==> src/rtl/mtr_drv_pkg.sv <==
`default_nettype none
// ============================================================================
// Module   : mtr_drv_pkg
// Brief    : Shared types, default constants and bus helpers for mtr_drv_nch.
// Revision : 1.0 - initial release
// ============================================================================
package mtr_drv_pkg;

    typedef enum logic [0:0] {
        RUN  = 1'b0,
        DEAD = 1'b1
    } chan_state_t;

    localparam int c_pwm_w_dflt    = 11;
    localparam int c_dead_cyc_dflt = 64;
    localparam int c_bus_max_w     = 1024;

    // Caller zero-extends the packed spd bus to c_bus_max_w and truncates the result to PWM_W.
    function automatic logic [31:0] chan_spd(input logic [c_bus_max_w-1:0] bus,
                                             input int ch,
                                             input int w);
        return 32'(bus >> (ch * w));
    endfunction

endpackage
`default_nettype wire

==> src/rtl/mtr_chan.sv <==
`default_nettype none
// ============================================================================
// Module   : mtr_chan
// Brief    : One H-bridge channel: boundary-latched duty/direction, dead-time
//            FSM and registered forward/reverse PWM pins.
//            Optional short brake under MTR_DRV_BRAKE_EN.
// Revision : 1.0 - initial release
// ============================================================================
module mtr_chan
    import mtr_drv_pkg::*;
#(
    parameter int PWM_W    = c_pwm_w_dflt,
    parameter int DEAD_CYC = c_dead_cyc_dflt
) (
    input  logic             clk,
    input  logic             rst_n,
    input  logic             en,
    input  logic             bnd,
    input  logic [PWM_W-1:0] cnt_nxt,
    input  logic [PWM_W-1:0] spd,
    input  logic             rev,
`ifdef MTR_DRV_BRAKE_EN
    input  logic             brk,
`endif
    output logic             pwm_frwrd,
    output logic             pwm_rev
);

    localparam bit               c_dead_en = (DEAD_CYC > 0);
    localparam logic [PWM_W-1:0] c_dead_ld = c_dead_en ? PWM_W'(DEAD_CYC - 1) : '0;
    localparam logic [PWM_W-1:0] c_one     = PWM_W'(1);

    chan_state_t      r_state;
    chan_state_t      w_state_nxt;
    logic [PWM_W-1:0] r_duty;
    logic [PWM_W-1:0] w_duty_nxt;
    logic [PWM_W-1:0] r_dead_cnt;
    logic [PWM_W-1:0] w_dead_nxt;
    logic             r_rev;
    logic             w_rev_nxt;
    logic             w_rev_chg;
    logic             w_sig;
    logic             w_frwrd_d;
    logic             w_rev_d;
    logic             r_frwrd;
    logic             r_rev_pin;

    always_ff @(posedge clk or negedge rst_n) begin
        if (!rst_n) begin
            r_state    <= RUN;
            r_duty     <= '0;
            r_dead_cnt <= '0;
            r_rev      <= 1'b0;
            r_frwrd    <= 1'b0;
            r_rev_pin  <= 1'b0;
        end else begin
            r_state    <= w_state_nxt;
            r_duty     <= w_duty_nxt;
            r_dead_cnt <= w_dead_nxt;
            r_rev      <= w_rev_nxt;
            r_frwrd    <= w_frwrd_d;
            r_rev_pin  <= w_rev_d;
        end
    end

    // Pins are registered from next-cycle values so each pin lines up with the counter value it compares.
    always_comb begin
        w_duty_nxt  = bnd ? spd : r_duty;
        w_rev_chg   = bnd && (rev != r_rev);
        w_rev_nxt   = w_rev_chg ? rev : r_rev;
        w_state_nxt = r_state;
        w_dead_nxt  = r_dead_cnt;

        if (w_rev_chg && c_dead_en) begin
            w_state_nxt = DEAD;
            w_dead_nxt  = c_dead_ld;
        end else if (r_state == DEAD) begin
            if (r_dead_cnt == '0) begin
                w_state_nxt = RUN;
            end else begin
                w_dead_nxt = r_dead_cnt - c_one;
            end
        end

        w_sig     = (w_state_nxt == RUN) && (cnt_nxt < w_duty_nxt);
        w_frwrd_d = en && w_sig && !w_rev_nxt;
        w_rev_d   = en && w_sig && w_rev_nxt;
`ifdef MTR_DRV_BRAKE_EN
        if (en && brk) begin
            w_frwrd_d = 1'b1;
            w_rev_d   = 1'b1;
        end
`endif
    end

    assign pwm_frwrd = r_frwrd;
    assign pwm_rev   = r_rev_pin;

endmodule
`default_nettype wire

==> src/rtl/mtr_drv_nch.sv <==
`default_nettype none
// ============================================================================
// Module   : mtr_drv_nch
// Brief    : N-channel H-bridge PWM driver: shared period counter, boundary
//            decode, period-start strobe and NCH channel generators.
//            Define MTR_DRV_BRAKE_EN to add the per-channel brk input.
// Revision : 1.0 - initial release
// ============================================================================
module mtr_drv_nch
    import mtr_drv_pkg::*;
#(
    parameter int NCH      = 2,
    parameter int PWM_W    = c_pwm_w_dflt,
    parameter int DEAD_CYC = c_dead_cyc_dflt
) (
    input  logic                 clk,
    input  logic                 rst_n,
    input  logic                 en,
    input  logic [NCH*PWM_W-1:0] spd,
    input  logic [NCH-1:0]       rev,
`ifdef MTR_DRV_BRAKE_EN
    input  logic [NCH-1:0]       brk,
`endif
    output logic [NCH-1:0]       pwm_frwrd,
    output logic [NCH-1:0]       pwm_rev,
    output logic                 prd_strt
);

    localparam logic [PWM_W-1:0] c_cnt_max = '1;
    localparam logic [PWM_W-1:0] c_one     = PWM_W'(1);

    logic [PWM_W-1:0]       r_cnt;
    logic [PWM_W-1:0]       w_cnt_nxt;
    logic                   w_bnd;
    logic                   r_prd_strt;
    logic [c_bus_max_w-1:0] w_spd_ext;

    assign w_cnt_nxt = r_cnt + c_one;
    assign w_bnd     = (r_cnt == c_cnt_max);
    assign w_spd_ext = c_bus_max_w'(spd);

    always_ff @(posedge clk or negedge rst_n) begin
        if (!rst_n) begin
            r_cnt      <= '0;
            r_prd_strt <= 1'b0;
        end else begin
            r_cnt      <= w_cnt_nxt;
            r_prd_strt <= w_bnd;
        end
    end

    assign prd_strt = r_prd_strt;

    generate
        for (genvar i = 0; i < NCH; i++) begin : g_chan
            logic [PWM_W-1:0] w_spd_ch;
            assign w_spd_ch = PWM_W'(chan_spd(w_spd_ext, i, PWM_W));

            mtr_chan #(
                .PWM_W    (PWM_W),
                .DEAD_CYC (DEAD_CYC)
            ) u_chan (
                .clk       (clk),
                .rst_n     (rst_n),
                .en        (en),
                .bnd       (w_bnd),
                .cnt_nxt   (w_cnt_nxt),
                .spd       (w_spd_ch),
                .rev       (rev[i]),
`ifdef MTR_DRV_BRAKE_EN
                .brk       (brk[i]),
`endif
                .pwm_frwrd (pwm_frwrd[i]),
                .pwm_rev   (pwm_rev[i])
            );
        end
    endgenerate

endmodule
`default_nettype wire

==> config.mk <==
export PLATFORM = sky130hd
export DESIGN_NAME = mtr_drv_nch
export DESIGN_NICKNAME = d
export VERILOG_FILES = /design/src/rtl/mtr_drv_pkg.sv /design/src/rtl/mtr_chan.sv /design/src/rtl/mtr_drv_nch.sv
export SDC_FILE = /design/constraint.sdc
export NUM_CORES = 1
export LEC_CHECK = 0
export BUFFER_PORTS_ARGS = -buffer_cell sky130_fd_sc_hd__buf_2
export CAP_MARGIN = 20
export CORE_UTILIZATION = 40
export DETAILED_ROUTE_END_ITERATION = 8
export PLACE_DENSITY = 0.54
export SLEW_MARGIN = 5
export SYNTH_ARGS = -nofsm -noshare
export SYNTH_HDL_FRONTEND = slang
export SYNTH_HIERARCHICAL = 1
export SYNTH_SLANG_ARGS = --single-unit
==> constraint.sdc <==
create_clock -name clk -period 3.3 [get_ports clk]
set_input_delay 0.33 -clock clk [delete_from_list [all_inputs] [get_ports clk]]
set_output_delay 0.33 -clock clk [all_outputs]
set_load 0.02 [all_outputs]
### After elaboration in Yosys (flattened, before gate mapping)

Index checks and enable logic that the tools add are counted.

| cells by class | value |
|---|---|
| add/sub/neg operators | 3 |
| order comparisons | 2 |
| equality and inequality tests | 5 |
| mux-type cells | 16 |
| bitwise logic cells | 2 |
| reductions and logical operators | 18 |

Operator list:

| kind | number |
|---|---|
| two-way mux 11 bit | 8 |
| logical NOT 11 bit | 2 |
| less-than comparator 11 bit | 2 |
| subtractor 11 x 1 -> 11 bit (second input constant) | 2 |
| adder 11 x 1 -> 11 bit (second input constant) | 1 |
| == test 11 bit (second input constant) | 1 |
| logical AND 1 bit | 10 |
| two-way mux 1 bit | 8 |
| inequality test 2 x 1 -> 1 bit (second input constant) | 2 |
| AND reduction 2 bit | 2 |
| nonzero test 2 bit | 2 |
| logical NOT 1 bit | 2 |
| inequality test 1 bit | 2 |
| NOT 1 bit | 2 |

| storage, ports and cells | value |
|---|---|
| register bits after elaboration | 64 |
| output and inout bits | 5 |

### Depth between registers and ports, before layout

| logic depth | value |
|---|---|
| depth in word-level cells | 8 |
| mapped depth | 11 |

### By module

The synthesis kept the hierarchy.

By module, submodules not included:

| module | times used | cells an instance | area an instance (sq um) | seq. area each (sq um) |
|---|---|---|---|---|
| mtr_chan | 2 | 132 | 1,426.4 | 650.6 |
| mtr_drv_nch | 1 | 40 | 503.0 | 300.3 |

### Least setup slack after synthesis

Ideal clock, no wire load.

| timing | value |
|---|---|
| kind | flip-flop to flip-flop |
| start | register r_cnt[0] |
| end | register g_chan[0].u_chan.r_rev_pin |
| setup time | 0.133 ns |
| arrival | 2.614 ns |
| data required time | 3.167 ns |
| setup slack | 0.553 ns |
| cell stages (with the launch flop) | 12 |
| buffers on the path | 1 |
| period minus slack after synthesis | 2.747 ns |
| cell sequence | dfrtp_1 -> ha_1 -> nand2_1 -> nor4_4 -> and2_2 -> buf_2 -> mux2i_1 -> ha_1 -> o21ai_0 -> a221o_1 -> a21oi_1 -> nor4b_2 |

| between the ends | value |
|---|---|
| longest elaborated chain between the ends | 7 |
| elaborated cells between the ends (all ways) | 11 |
| classes of those cells | add/sub: 1; order compare: 1; eq/ne: 1; mux: 3; bitwise: 1; reduce/logical: 4 |

Ends and longest elaborated chain:

| what | RTL line | text |
|---|---|---|
| start: declaration | mtr_drv_nch.sv:32 | `logic [PWM_W-1:0] r_cnt;` |
| start signal: assignment | mtr_drv_nch.sv:47 | `r_cnt <= w_cnt_nxt;` |
| == test 11 bit (*) | mtr_drv_nch.sv:39 | `assign w_bnd = (r_cnt == c_cnt_max);` |
| net w_bnd | mtr_drv_nch.sv:34 | `logic w_bnd;` |
| branches (longest 5 deep; another with less-than comparator 11 bit) | - |  |
| logical AND 1 bit (*) | mtr_chan.sv:87 | `w_rev_d = en && w_sig && w_rev_nxt;` |
| net g_chan[0].u_chan.w_rev_d | mtr_chan.sv:44 | `logic w_rev_d;` |
| end signal: assignment | mtr_chan.sv:62 | `r_rev_pin <= w_rev_d;` |
| end: declaration | mtr_chan.sv:46 | `logic r_rev_pin;` |

Mark *: on every way through the listed nets, which the timed path passes.
A chain may end at the register's enable or synchronous reset.

### Worst setup path after layout

Same ends and word-level chain as after synthesis.

==> results.py <==
metrics = {
    "setup_path": {
        "startpoint_type": "register",
        "worstPathMaxFanout": 9,
        "crit_arrival_ns": 3.19,
        "critPathCaptureType": "register",
        "required_ns": 3.50,
        "path_class": "register to register",
    },
    "sta": {
        "holdWs_ns": 0.238,
        "worst_pin_slew_ns": 0.951,
        "slew_headroom_pct": 35.8,
        "setup_viol": 0,
        "hold_viol": 0,
        "drv_slew": 0,
        "finalCritPeriodShare_pct": 90.4,
        "rsz0062_at_grt": "false",
        "clock_skew_ns": 0.00720,
        "finalSetupTns_ns": 0,
        "fin_ws_ns": 0.318,
        "period_needed_ns": 2.98,
        "fmax_ghz": 0.335,
    },
    "detailed_routing": {
        "drt_pre_antenna_iters": 4,
        "drt_iter0_markers": 76,
        "vias": 2280,
        "drc": 0,
        "wl_um": 6260,
        "wl_per_cell_um": 13.8,
        "vias_per_cell": 5.01,
        "ant_nets": 0,
    },
    "die": {
        "io_pins": 32,
        "die_area_mm2": 0.00876,
        "die_w_um": 93.6,
        "initial_core_util_pct": 41.0,
        "die_h_um": 93.6,
        "core_region_area_mm2": 0.00818,
        "rows": 33,
    },
    "layout": {
        "antennaDiodeCount": 0,
        "nets": 397,
        "drive_gt1_share_pct": 22.0,
        "regArea_mm2": 0.00160,
        "multi_input_area_mm2": 0.00160,
        "area_delta_synth_final_pct": 14.8,
        "finalInstanceArea_mm2": 0.00385,
        "n_fill_cell": 779,
    },
    "power": {
        "finalPower_mw": 1.44,
        "pwr-share-seq_pct": 54.6,
        "vdd_drop_max_mv": 0.168,
        "powerDensity_mw_per_mm2": 373,
        "power.switching_uw": 306,
        "p_int_mw": 1.13,
        "p_comb_share_pct": 2.5,
        "switching_share_pct": 21.3,
        "p_leak_nw": 1.91,
        "p_clk_share_pct": 42.9,
    },
    "yosys": {
        "yosysSeqAreaShare_pct": 47.7,
        "netlist_top_cells_area": "dfrtp_1 48%, ha_1 9.3%, mux2i_1 6.6%, inv_1 3.7%, a21oi_1 2.7%",
        "synth-main-ff-cell": "dfrtp_1",
        "yosysTopAreaCell": "dfrtp_1",
        "synthesis.area_mm2": 0.00336,
        "syn_avg_cell_area_um2": 11.0,
        "synth_warnings": 6,
        "synth_edf_count": 0,
        "synth_cell_types": 40,
        "synthArstFlopShare_pct": 100,
        "netlist.area_leader.share_pct": 47.7,
        "synth_fp_nets": 356,
        "ys_seq_elements": 64,
        "synthCells": 304,
    },
    "clocking": {
        "cts-buffers-inserted": 9,
        "cts_resized": 0,
        "tritoncts": "built",
        "cts_setup_buffers": 0,
        "cts-root-buf": "clkbuf_8",
        "clk_latency_ns": 0.33,
        "htree_levels": 3,
        "path_clk_slew_ns": 0.07,
        "clockBufferDepth": 2,
        "cts_sinks": 64,
    },
    "worst_hold_path": {
        "hold_path.class": "input pin to register",
    },
    "outcome": {
        "outcome": "finished clean",
    },
    "placement": {
        "dp_slack_ns": 0.344,
        "routabilityCongestion": 0.786,
        "portBuffers": 31,
        "dp_hpwl_um": 4720,
        "placed_area_mm2": 0.00366,
    },
    "global_route": {
        "antenna_found_initial": 0,
        "grt.overflow.total": 0,
        "grt_pass1_wl_um": 10900,
        "grt_max_degree": 42,
        "grt_pass1_vias": 2421,
        "track_usage_pct": 16.3,
    },
    "job": {
        "cap_violations": 0,
    },
}
cell families (layout without fill, tap and decap cells):
| logic type | Yosys count | count (layout) | synth area share (%) |
|---|---|---|---|
| and+or+nand+nor | 87 | 87 | 18.3 |
| DFF | 64 | 64 | 47.7 |
| AOI/OAI and AO/OA | 50 | 50 | 8.87 |
| buffers and inverters | 39 | 85 | 4.51 |
| muxes | 26 | 26 | 7.90 |
| adders and majority gates | 25 | 25 | 9.32 |
| xor gates and xnor gates | 13 | 13 | 3.39 |
cell type report:
| class | instances | share of cell area, % |
|---|---|---|
| inverters | 33 | 3.22 |
| well taps | 105 | 3.41 |
| multi-input cells | 201 | 41.6 |
| clock buffers | 13 | 4.39 |
| repair buffers | 36 | 5.39 |
| clock inverters | 3 | 0.390 |
| flip-flops and latches | 64 | 41.6 |
critical path, cell delays in order, from the launching register on:
cell,delay (ns)
dfrtp_1,0.41
ha_1,0.22
nand2_1,0.13
nor4_4,0.25
and2_2,0.38
buf_12,0.18
mux2i_1,0.23
ha_1,0.21
o21ai_0,0.11
a221o_1,0.36
a21oi_1,0.30
nor4b_2,0.09
sequential cells by signal, summed over array words and instances, names as in the netlist:
name and flops:
r_cnt 11, g_chan.u_chan/r_duty 22, g_chan.u_chan/pwm_frwrd 2, g_chan.u_chan/pwm_rev 2, prd_strt 1, g_chan.u_chan/r_rev 2
g_chan.u_chan/r_state 2, g_chan.u_chan/r_dead_cnt 22
power groups by stage:
stage / clock (mW) / combinational [mW] / sequential, mW
3_5_place_dp: 0 / 0.0376 / 0.799
6_report: 0.615 / 0.0359 / 0.784
5_1_grt: 0.672 / 0.0421 / 0.783
2_1_floorplan: 0 / 0.00343 / 0.799
3_3_place_gp: 0 / 0.0374 / 0.799
4_1_cts: 0.636 / 0.0384 / 0.784
worst paths after layout:
path                                                 start  slack (ns)  depth (start not counted)                        endpoint
max in group asynchronous                            rst_n        1.87                          3                        r_cnt[1]
worst min register to register  g_chan[1].u_chan/r_duty[4]        0.49                          2      g_chan[1].u_chan/r_duty[4]
min in group asynchronous                            rst_n        0.51                          2  g_chan[0].u_chan/r_dead_cnt[8]
worst max-delay path                              r_cnt[0]        0.32                         11        g_chan[0].u_chan/pwm_rev
worst min-delay path                                spd[3]        0.24                          3      g_chan[0].u_chan/r_duty[3]
worst max register to register                    r_cnt[0]        0.32                         11        g_chan[0].u_chan/pwm_rev
synthesized netlist by cell type, drive strengths merged (4+ instances only):
cell / count
a21oi: 18
a221o: 4
a31oi: 4
and2: 5
and3: 4
buf: 4
dfrtp: 64
ha: 25
inv: 33
mux2: 4
mux2i: 22
nand2: 17
nand3: 7
nand4: 8
nor2: 8
nor2b: 6
nor3: 11
nor4: 5
o21ai: 16
or2: 4
or3: 4
xnor2: 6
xor2: 7
repair_timing:
item,in CTS,in global routing
endpoints found under the setup margin,0,0
hold buffers,1,0
hold endpoints to repair,17,0
per-stage QoR:
stage / util [%] / cells
2_1_floorplan: - / 304
3_3_place_gp: 44.7 / 438
3_5_place_dp: 44.7 / 438
4_1_cts: 47.1 / 455
5_1_grt: 47.1 / 455
6_report: 47.1 / 455
layer usage:
layer  track usage [%]  wire [um]
met2              28.7       3210
met3              3.09        136
met4              6.92         96
met5                 0          0
met1              19.2       2820
layout by cell type, fill, tap and decap left out, types with 3 or more instances in the layout:
master	instances
a21oi_1	18
a221o_1	4
a31oi_1	4
and2_1	4
buf_2	31
buf_4	3
clkbuf_8	12
clkinv_2	3
dfrtp_1	64
ha_1	25
inv_1	33
mux2_2	4
mux2i_1	22
nand2_1	17
nand3_1	6
nand4_1	6
nor2_1	8
nor2b_1	6
nor3_1	7
nor3_4	4
nor4_2	4
o21ai_0	12
o21ai_1	4
or3_1	4
xnor2_1	6
xor2_1	7
Power figures use the tool's default switching activity.
